### src/rtl/fxp_div_pkg.sv
// fxp_div_pkg: shared types and constants for the fixed-point divider
package fxp_div_pkg;
  localparam int DATA_W = 64;
  localparam int LZ_W = 7;
  localparam int K_W = 8;
  localparam logic [DATA_W-1:0] SAT = '1;
  typedef enum logic [1:0] {IDLE, NORM, ITER, DONE} state_e;
endpackage

### src/rtl/fxp_div_seq_lzd.sv
// LZD_64bit: leading-zero count of a 64-bit word, 64 when the word is zero
module LZD_64bit
  import fxp_div_pkg::*;
(
  input  logic [DATA_W-1:0] in_data,
  output logic [LZ_W-1:0]   lz
);
  always_comb begin
    lz = LZ_W'(DATA_W);
    for (int i = 0; i < DATA_W; i++) if (in_data[i]) lz = LZ_W'(DATA_W - 1 - i);
  end
endmodule

### src/rtl/fxp_div_seq.sv
// fxp_div_seq: sequential unsigned fixed-point divider, Q = floor(A*2^F/B) saturated
module fxp_div_seq
  import fxp_div_pkg::*;
#(
  parameter int FRAC_BITS = 32
) (
  input  logic              clk,
  input  logic              rst_n,
  input  logic              in_valid,
  output logic              in_ready,
  input  logic [DATA_W-1:0] dividend,
  input  logic [DATA_W-1:0] divisor,
  output logic              out_valid,
  input  logic              out_ready,
  output logic [DATA_W-1:0] quotient,
  output logic              overflow,
  output logic              div_by_zero
);
  state_e state_q, state_d;
  logic [DATA_W-1:0] a_q, a_d, b_q, b_d, r_q, r_d, acc_q, acc_d, quo_q, quo_d;
  logic [LZ_W-1:0] cnt_q, cnt_d, lz_n, lz_d, kp1, idx;
  logic ovf_q, ovf_d, dbz_q, dbz_d, ge;
  logic signed [K_W-1:0] k;
  logic [2*DATA_W-2:0] num;
  logic [DATA_W:0] r_sh, acc_nx;
  LZD_64bit u_lzd_n (.in_data(a_q), .lz(lz_n));
  LZD_64bit u_lzd_d (.in_data(b_q), .lz(lz_d));
  assign k = K_W'(FRAC_BITS) + K_W'(lz_d) - K_W'(lz_n);
  assign kp1 = LZ_W'(k + 8'sd1);
  assign num = (2*DATA_W-1)'(a_q) << FRAC_BITS;
  assign idx = cnt_q - LZ_W'(1);
  // Partial remainder stays below B, so one shifted-in bit needs only 65 bits
  assign r_sh = {r_q, num[idx]};
  assign ge = r_sh >= {1'b0, b_q};
  assign acc_nx = {acc_q, ge};
  always_comb begin
    state_d = state_q;
    a_d = a_q;
    b_d = b_q;
    r_d = r_q;
    acc_d = acc_q;
    cnt_d = cnt_q;
    quo_d = quo_q;
    ovf_d = ovf_q;
    dbz_d = dbz_q;
    unique case (state_q)
      IDLE: if (in_valid) begin
        a_d = dividend;
        b_d = divisor;
        state_d = NORM;
      end
      NORM: begin
        acc_d = '0;
        cnt_d = kp1;
        r_d = DATA_W'(num >> kp1);
        state_d = (b_q == '0 || a_q == '0 || k < 0 || k > 8'sd64) ? DONE : ITER;
        dbz_d = b_q == '0;
        ovf_d = b_q != '0 && a_q != '0 && k > 8'sd64;
        quo_d = (b_q == '0 || (a_q != '0 && k > 8'sd64)) ? SAT : '0;
      end
      ITER: begin
        r_d = ge ? DATA_W'(r_sh - {1'b0, b_q}) : r_sh[DATA_W-1:0];
        acc_d = acc_nx[DATA_W-1:0];
        cnt_d = idx;
        if (cnt_q == LZ_W'(1)) begin
          state_d = DONE;
          ovf_d = acc_nx[DATA_W];
          quo_d = acc_nx[DATA_W] ? SAT : acc_nx[DATA_W-1:0];
        end
      end
      DONE: if (out_ready) begin
        state_d = IDLE;
        quo_d = '0;
        ovf_d = 1'b0;
        dbz_d = 1'b0;
      end
      default: state_d = IDLE;
    endcase
  end
  always_ff @(posedge clk or negedge rst_n)
    if (!rst_n) begin
      state_q <= IDLE;
      a_q <= '0;
      b_q <= '0;
      r_q <= '0;
      acc_q <= '0;
      cnt_q <= '0;
      quo_q <= '0;
      ovf_q <= 1'b0;
      dbz_q <= 1'b0;
    end else begin
      state_q <= state_d;
      a_q <= a_d;
      b_q <= b_d;
      r_q <= r_d;
      acc_q <= acc_d;
      cnt_q <= cnt_d;
      quo_q <= quo_d;
      ovf_q <= ovf_d;
      dbz_q <= dbz_d;
    end
  assign in_ready = rst_n && state_q == IDLE;
  assign out_valid = state_q == DONE;
  assign quotient = quo_q;
  assign overflow = ovf_q;
  assign div_by_zero = dbz_q;
endmodule

### config.mk
export PLATFORM = sky130hd
export DESIGN_NAME = fxp_div_seq
export DESIGN_NICKNAME = d
export VERILOG_FILES = /design/src/rtl/fxp_div_pkg.sv /design/src/rtl/fxp_div_seq_lzd.sv /design/src/rtl/fxp_div_seq.sv
export SDC_FILE = /design/constraint.sdc
export NUM_CORES = 1
export LEC_CHECK = 0
export ABC_CLOCK_PERIOD_IN_PS = 18650
export BUFFER_PORTS_ARGS = -buffer_cell sky130_fd_sc_hd__buf_2
export CORE_ASPECT_RATIO = 0.6
export CORE_UTILIZATION = 45
export CTS_BUF_LIST = sky130_fd_sc_hd__clkbuf_4 sky130_fd_sc_hd__clkbuf_8
export DETAILED_ROUTE_END_ITERATION = 12
export PLACE_DENSITY = 0.72
export SYNTH_ARGS = -nofsm -noshare
export SYNTH_HDL_FRONTEND = slang
export SYNTH_SLANG_ARGS = --single-unit
### constraint.sdc
create_clock -name clk -period 18.65 [get_ports clk]
set_clock_uncertainty 0.15 [all_clocks]
set_input_delay 0 -clock clk [delete_from_list [all_inputs] [get_ports clk]]
set_output_delay 0 -clock clk [all_outputs]
set_load 0.005 [all_outputs]
==> impl_metrics.toml, run 1 <==
[detailed_routing]
wl_per_cell_um = 23.1
drtIter0Drc = 2788
wirelength_mm = 91.7
via_per_inst = 6.09
vias = 24199
firstDrtPassIters = 8
ant_nets = 0
drc_errors = 0

[synthesis]
synth_edf_count = 0
synth_top_cell_by_area = "dfrtp_1"
netlist_area_um2 = 24500
synthTopCellsByArea = "dfrtp_1 (34%), mux4_2 (7.2%), nand2_1 (6.4%)"
syn_inst = 2877
avgSynthCellArea_um2 = 8.50
ys.flop_type = "dfrtp_1"
ys_seq_elements = 331
ys_types = 91
syn-num-nets = 3097
ys_seq_area_share_pct = 33.9
yosysTopAreaCellShare_pct = 33.9
synthMostInstantiatedCell = "nand2_1"
ys.warnings.count = 0
ys_async_sr_fraction_pct = 100
synth_commonest_cells = "nand2_1 (419), dfrtp_1 (331), nor2_1 (315), a21oi_1 (286), o21ai_0 (174)"

[finish]
drive_gt1_share_pct = 18.0
final_cells = 3975
syn2layout_area_growth_pct = 21.8
antenna_cells = 0
fin_nets = 3451

[placement]
place.gp.congestion = 0.984
dp_hpwl_mm = 65.8
dp_slack_ps = 10160
port_buffers = 199
dp_cells = 3619

[global_route]
grt_first_pass_wirelength_mm = 140
grt-ovfl-total = 0
grt_use_total_pct = 33.0
grt_max_degree = 106
grt_pass1_vias = 23114
antenna_found_initial = 4

[clocking]
cts_tree = "built"
htree_levels = 2
clock-sinks = 331
ctsResizeCount = 0
cts_made_buffers = 51
clock_path_buffers = 3
clk_latency_ps = 680
clockRootBuffer = "clkbuf_8"
clk_pin_slew_ps = 70

[timing]
grt_setup_unrepaired = "no"
fmax_mhz = 115
worstMarginPinSlew_ps = 1180
hold_ws_ps = 185
max_slew_margin_pct = 20.7
fin_ws_ps = 9970
period_share_pct = 46.5
period_needed_ps = 8680
finalSetupTns_ps = 0
maxSlewViolCount = 0
setup_violations = 0
timing_hold_violations_final = 0

[pwr]
power.total_uw = 1500
powerDensity_nw_per_um2 = 50.2
ir_drop_mv = 0.0491
p_leak_uw = 0.0135

[floorplan]
dieArea_um2 = 55300
start_util_pct = 46.1
die_x_um = 303
core_area_um2 = 53100
pin_count = 200
rows = 65
dieHeight_um = 183

[critical_path]
r2r_cells = 25
endpoint_kind = "flop"
path_max_fanout = 78
arrival_ps = 9090
start_kind = "flop"
path_class = "flop to flop"
worstPathRequired_ps = 19060

[worst_hold_path]
hold_path_class = "input port to flop"
whs_path_depth = 5

[run]
max-cap-violations = 0

[status]
status = "complete, no violations"
## metrics by stage
stage / util [%] / cell area (um^2)
finish: 56.1 / 29800
global route: 56.1 / 29800
CTS: 56.1 / 29800
detailed placement: 49.0 / 26000
global placement: 49.0 / 26000
floorplan: - / 24500
## path summary, 6_finish.rpt
kind | start | slack, ps | endpoint
hold / removal | in_valid | 190 | state_q[1]
min in group asynchronous | rst_n | 440 | r_q[4]
setup / recovery | b_q[7] | 9970 | r_q[38]
setup reg to reg | b_q[7] | 9970 | r_q[38]
max in group asynchronous | rst_n | 16320 | acc_q[2]
hold reg to reg | acc_q[39] | 330 | acc_q[39]
## power breakdown
group,internal (uW),switching [uW],total [uW]
logic,46.8,27.7,74.5
clock network,375,329,704
registers,718,0,718
total,1140,356,1500
## layout by cell type, fill, tap and decap left out, types with 31 or more instances in the layout
cell type      count
a211oi_1          31
a21oi_1          286
mux2i_1           67
nand2_1          418
ha_1              82
nor2_1           314
nand3_1           35
dfrtp_1          331
xnor2_1           32
mux2_2           139
o21ai_0          174
inv_1            118
nor3_1            61
mux4_2            78
a21o_1            47
o21ai_1           53
dlygate4sd3_1    261
buf_4             34
clkbuf_8          65
a31oi_1           31
buf_2            198
## worst max-delay path, stage by stage, from the launching register on
cell	delay (ps)
dfrtp_1	420
nor2_1	280
a211oi_1	140
o311ai_1	370
a311oi_1	190
o311ai_1	430
a311oi_1	190
o311ai_1	300
a311oi_1	180
or4_1	590
a2111oi_0	620
ha_1	350
ha_1	230
inv_1	80
fa_1	560
nor3b_1	800
xnor2_2	170
buf_4	600
nor2_1	110
a31oi_1	620
nand2_1	160
o211ai_1	130
o21ai_0	130
a21oi_1	420
a211oi_1	100
a21o_1	200
## cell families (layout without fill, tap and decap cells)
group	count (synthesis)	count (layout)	share of synthesized area, %
and+or+nand+nor	957	957	16.6
AOI/OAI and AO/OA	830	830	20.9
DFF	331	331	33.9
buffers and inverters	315	710	5.07
muxes	286	286	16.4
adders and majority gates	88	88	4.56
xor gates and xnor gates	70	70	2.54
## repair_timing
item,CTS,global route
setup endpoints to repair,0,0
hold endpoints to repair,226,0
hold buffers,262,0
setup buffers,0,0
## flip-flops by register name, indices dropped and copies added, names as in the netlist
signal	count
b_q	64
acc_q	64
state_q	2
overflow	1
a_q	64
quotient	64
div_by_zero	1
cnt_q	7
r_q	64
## final cells by class
type / instances / area (um^2)
Timing Repair Buffer: 495 / 3900
Multi-Input combinational cell: 2231 / 15100
Clock inverter: 14 / 148
Sequential cell: 331 / 8280
Clock buffer: 80 / 1010
Tap cell: 703 / 880
Inverter: 121 / 457
Fill cell: 4746 / 23300
## per-layer routing
metal	track usage [%]	vias up	wire length (um)
met5	1.85	-	192
met4	5.33	10	1560
met3	14.8	159	12500
met2	44.6	1225	36400
met1	48.1	11703	41100
li1	-	11102	-
Note: power is estimated with default switching activity, not from simulation.
==> run 2: changes to the inputs <==
--- a/config.mk
+++ b/config.mk
@@ -5,7 +5,8 @@
 export SDC_FILE = /design/constraint.sdc
 export NUM_CORES = 1
 export LEC_CHECK = 0
-export ABC_CLOCK_PERIOD_IN_PS = 18650
+export ABC_AREA = 1
+export ABC_CLOCK_PERIOD_IN_PS = 8000
 export BUFFER_PORTS_ARGS = -buffer_cell sky130_fd_sc_hd__buf_2
 export CORE_ASPECT_RATIO = 0.6
 export CORE_UTILIZATION = 45
==> constraint.sdc (replaced) <==
create_clock -name clk -period 8 [get_ports clk]
set_clock_uncertainty 0.15 [all_clocks]
set_input_delay 0 -clock clk [delete_from_list [all_inputs] [get_ports clk]]
set_output_delay 0 -clock clk [all_outputs]
set_load 0.005 [all_outputs]
==> impl_metrics.toml, run 2 <==
[status]
status = "complete, no violations"

[critical_path]
path_max_fanout = 45
r2r_cells = 78
max_stage_delay_ps = 500
arrival_ps = 7700
endpoint_kind = "flop"
start_kind = "flop"
worstPathRequired_ps = 8370
cp_common_cell = "nand2_1"
path_class = "flop to flop"
critPathSlowestCell = "fa_2"

[timing]
finalSetupTns_ps = 0
grt_setup_unrepaired = "yes"
maxSlewViolCount = 0
timing_hold_violations_final = 0
setup_violations = 0
fmax_mhz = 136
period_share_pct = 91.7
period_needed_ps = 7330
max_slew_margin_pct = 32.3
worstMarginPinSlew_ps = 1020

[finish]
multi_input_area_um2 = 14200
final_cell_mix = "nand2_1 (844), o21ai_0 (392), nor2_1 (356)"
final_common_cell = "nand2_1"
drive_gt1_share_pct = 15.4
nFillCells = 4885
syn2layout_area_growth_pct = 29.2
seq_area_um2 = 8280
fin_nets = 4153

[synthesis]
ys_types = 69
ys_async_sr_fraction_pct = 100
synth_commonest_cells = "nand2_1 (855), o21ai_0 (463), nor2_1 (361), a21oi_1 (335), dfrtp_1 (331)"
ys.warnings.count = 0
syn-num-nets = 3666
yosysTopAreaCellShare_pct = 34.5
ys_seq_area_share_pct = 34.5
avgSynthCellArea_um2 = 6.97
synthMostInstantiatedCell = "nand2_1"
synth_top_cell_by_area = "dfrtp_1"
ys.flop_type = "dfrtp_1"
ys_seq_elements = 331
synthTopCellsByArea = "dfrtp_1 (34%), nand2_1 (13%), o21ai_0 (9.6%)"
syn_inst = 3446
synth_edf_count = 0
netlist_area_um2 = 24000

[clocking]
cts_tree = "built"
cts_made_buffers = 52
clk_latency_ps = 660
clock_path_buffers = 3
clk_pin_slew_ps = 70
clock-sinks = 331
clockRootBuffer = "clkbuf_8"
htree_levels = 2

[detailed_routing]
wirelength_mm = 88.5
wl_per_cell_um = 18.9
ant_nets = 0
via_per_inst = 5.59
vias = 26135
drc_errors = 0
drtIter0Drc = 3310
firstDrtPassIters = 8

[placement]
place.gp.congestion = 1.09
port_buffers = 199
dp_hpwl_mm = 62.7

[floorplan]
dieHeight_um = 181
dieArea_um2 = 54300
core_area_um2 = 52600
die_x_um = 300
start_util_pct = 45.7
rows = 65
pin_count = 200

[global_route]
grt_first_pass_wirelength_mm = 135
grt_use_total_pct = 31.5
grt_pass1_vias = 23620
grt-ovfl-total = 0
antenna_found_initial = 1
grt_max_degree = 132

[worst_hold_path]
hold_path_class = "input port to flop"
whs_path_depth = 4

[run]
max-cap-violations = 0
## run 2: changes by cell type in the layout (fill, tap and decap cells not counted), sizes merged, moves of 25 or more
cell    change
a211oi     -25
a21o       -45
a21oi      +55
buf       +101
inv       +182
mux2      -141
mux4       -78
nand2     +456
nand3      +30
nor2       +45
nor3       -42
o21ai     +277
## run 2: critical path: cells and delay by family (launching register included)
family | cells | cell delay, ps
compound gates | 6 | 1000
xor+xnor | 1 | 310
fa+ha+maj | 3 | 820
buf+inv | 6 | 630
flops | 1 | 390
mux | 1 | 470
simple gates | 61 | 3430
## run 2: final timing paths
check / to / slack, ps / start
worst max-delay path: r_q[37] / 670 / b_q[0]
worst min-delay path: b_q[53] / 30 / divisor[53]
worst max register to register: r_q[37] / 670 / b_q[0]
worst min register to register: acc_q[17] / 330 / acc_q[17]
max in group asynchronous: a_q[27] / 5900 / rst_n
min in group asynchronous: b_q[43] / 410 / rst_n
## run 2: area by class of cell
type	instances	area share [%]
diodes	1	0.00806
clock buffers	80	3.33
clock inverters	12	0.355
inverters	308	3.77
multi-input cells	2613	45.7
flip-flops and latches	331	26.7
well taps	703	2.83
repair buffers	627	17.3
## run 2: repair_timing
item | CTS | global route
buffers inserted | 0 | 19
gates resized for setup | 0 | 195
hold buffers | 282 | 0
setup endpoints to repair | 0 | 124
endpoints found under the hold margin | 265 | 0
## run 2: per-stage QoR
stage | instance area (um^2) | hold WS [ps] | utilization [%] | instances | worst slack [ps]
CTS | 30000 | 0.330 | 57.1 | 4644 | 314
floorplan | 24000 | -446 | - | 3446 | 1270
global placement | 26000 | -82.2 | 49.5 | 4270 | 173
finish | 31000 | 30.9 | 59.0 | 4675 | 666
detailed placement | 26000 | -84.9 | 49.5 | 4270 | 358
global route | 31000 | 36.1 | 59.0 | 4675 | -80.1
## run 2: cell families (layout without fill, tap and decap cells)
kind of cell,after synthesis,after routing,synth area share (%)
AOI/OAI and AO/OA,1015,1015,23.4
adders and majority gates,88,88,4.65
other,0,1,0
muxes,89,89,3.71
xor gates and xnor gates,73,73,2.66
buffers and inverters,502,1027,8.78
and+or+nand+nor,1348,1348,22.3
DFF,331,331,34.5
## run 2: routing by layer
metal	global-route usage, %	wire length (um)	vias up
met2	41.6	33800	1287
met1	50.4	42200	12214
li1	-	-	12487
met3	7.96	10800	145
met5	1.15	89	-
met4	6.04	1650	2
Power of run 2 is left out: the tool's default activity adds up to more than one toggle a clock period on the data nets, which glitch-free logic cannot reach.
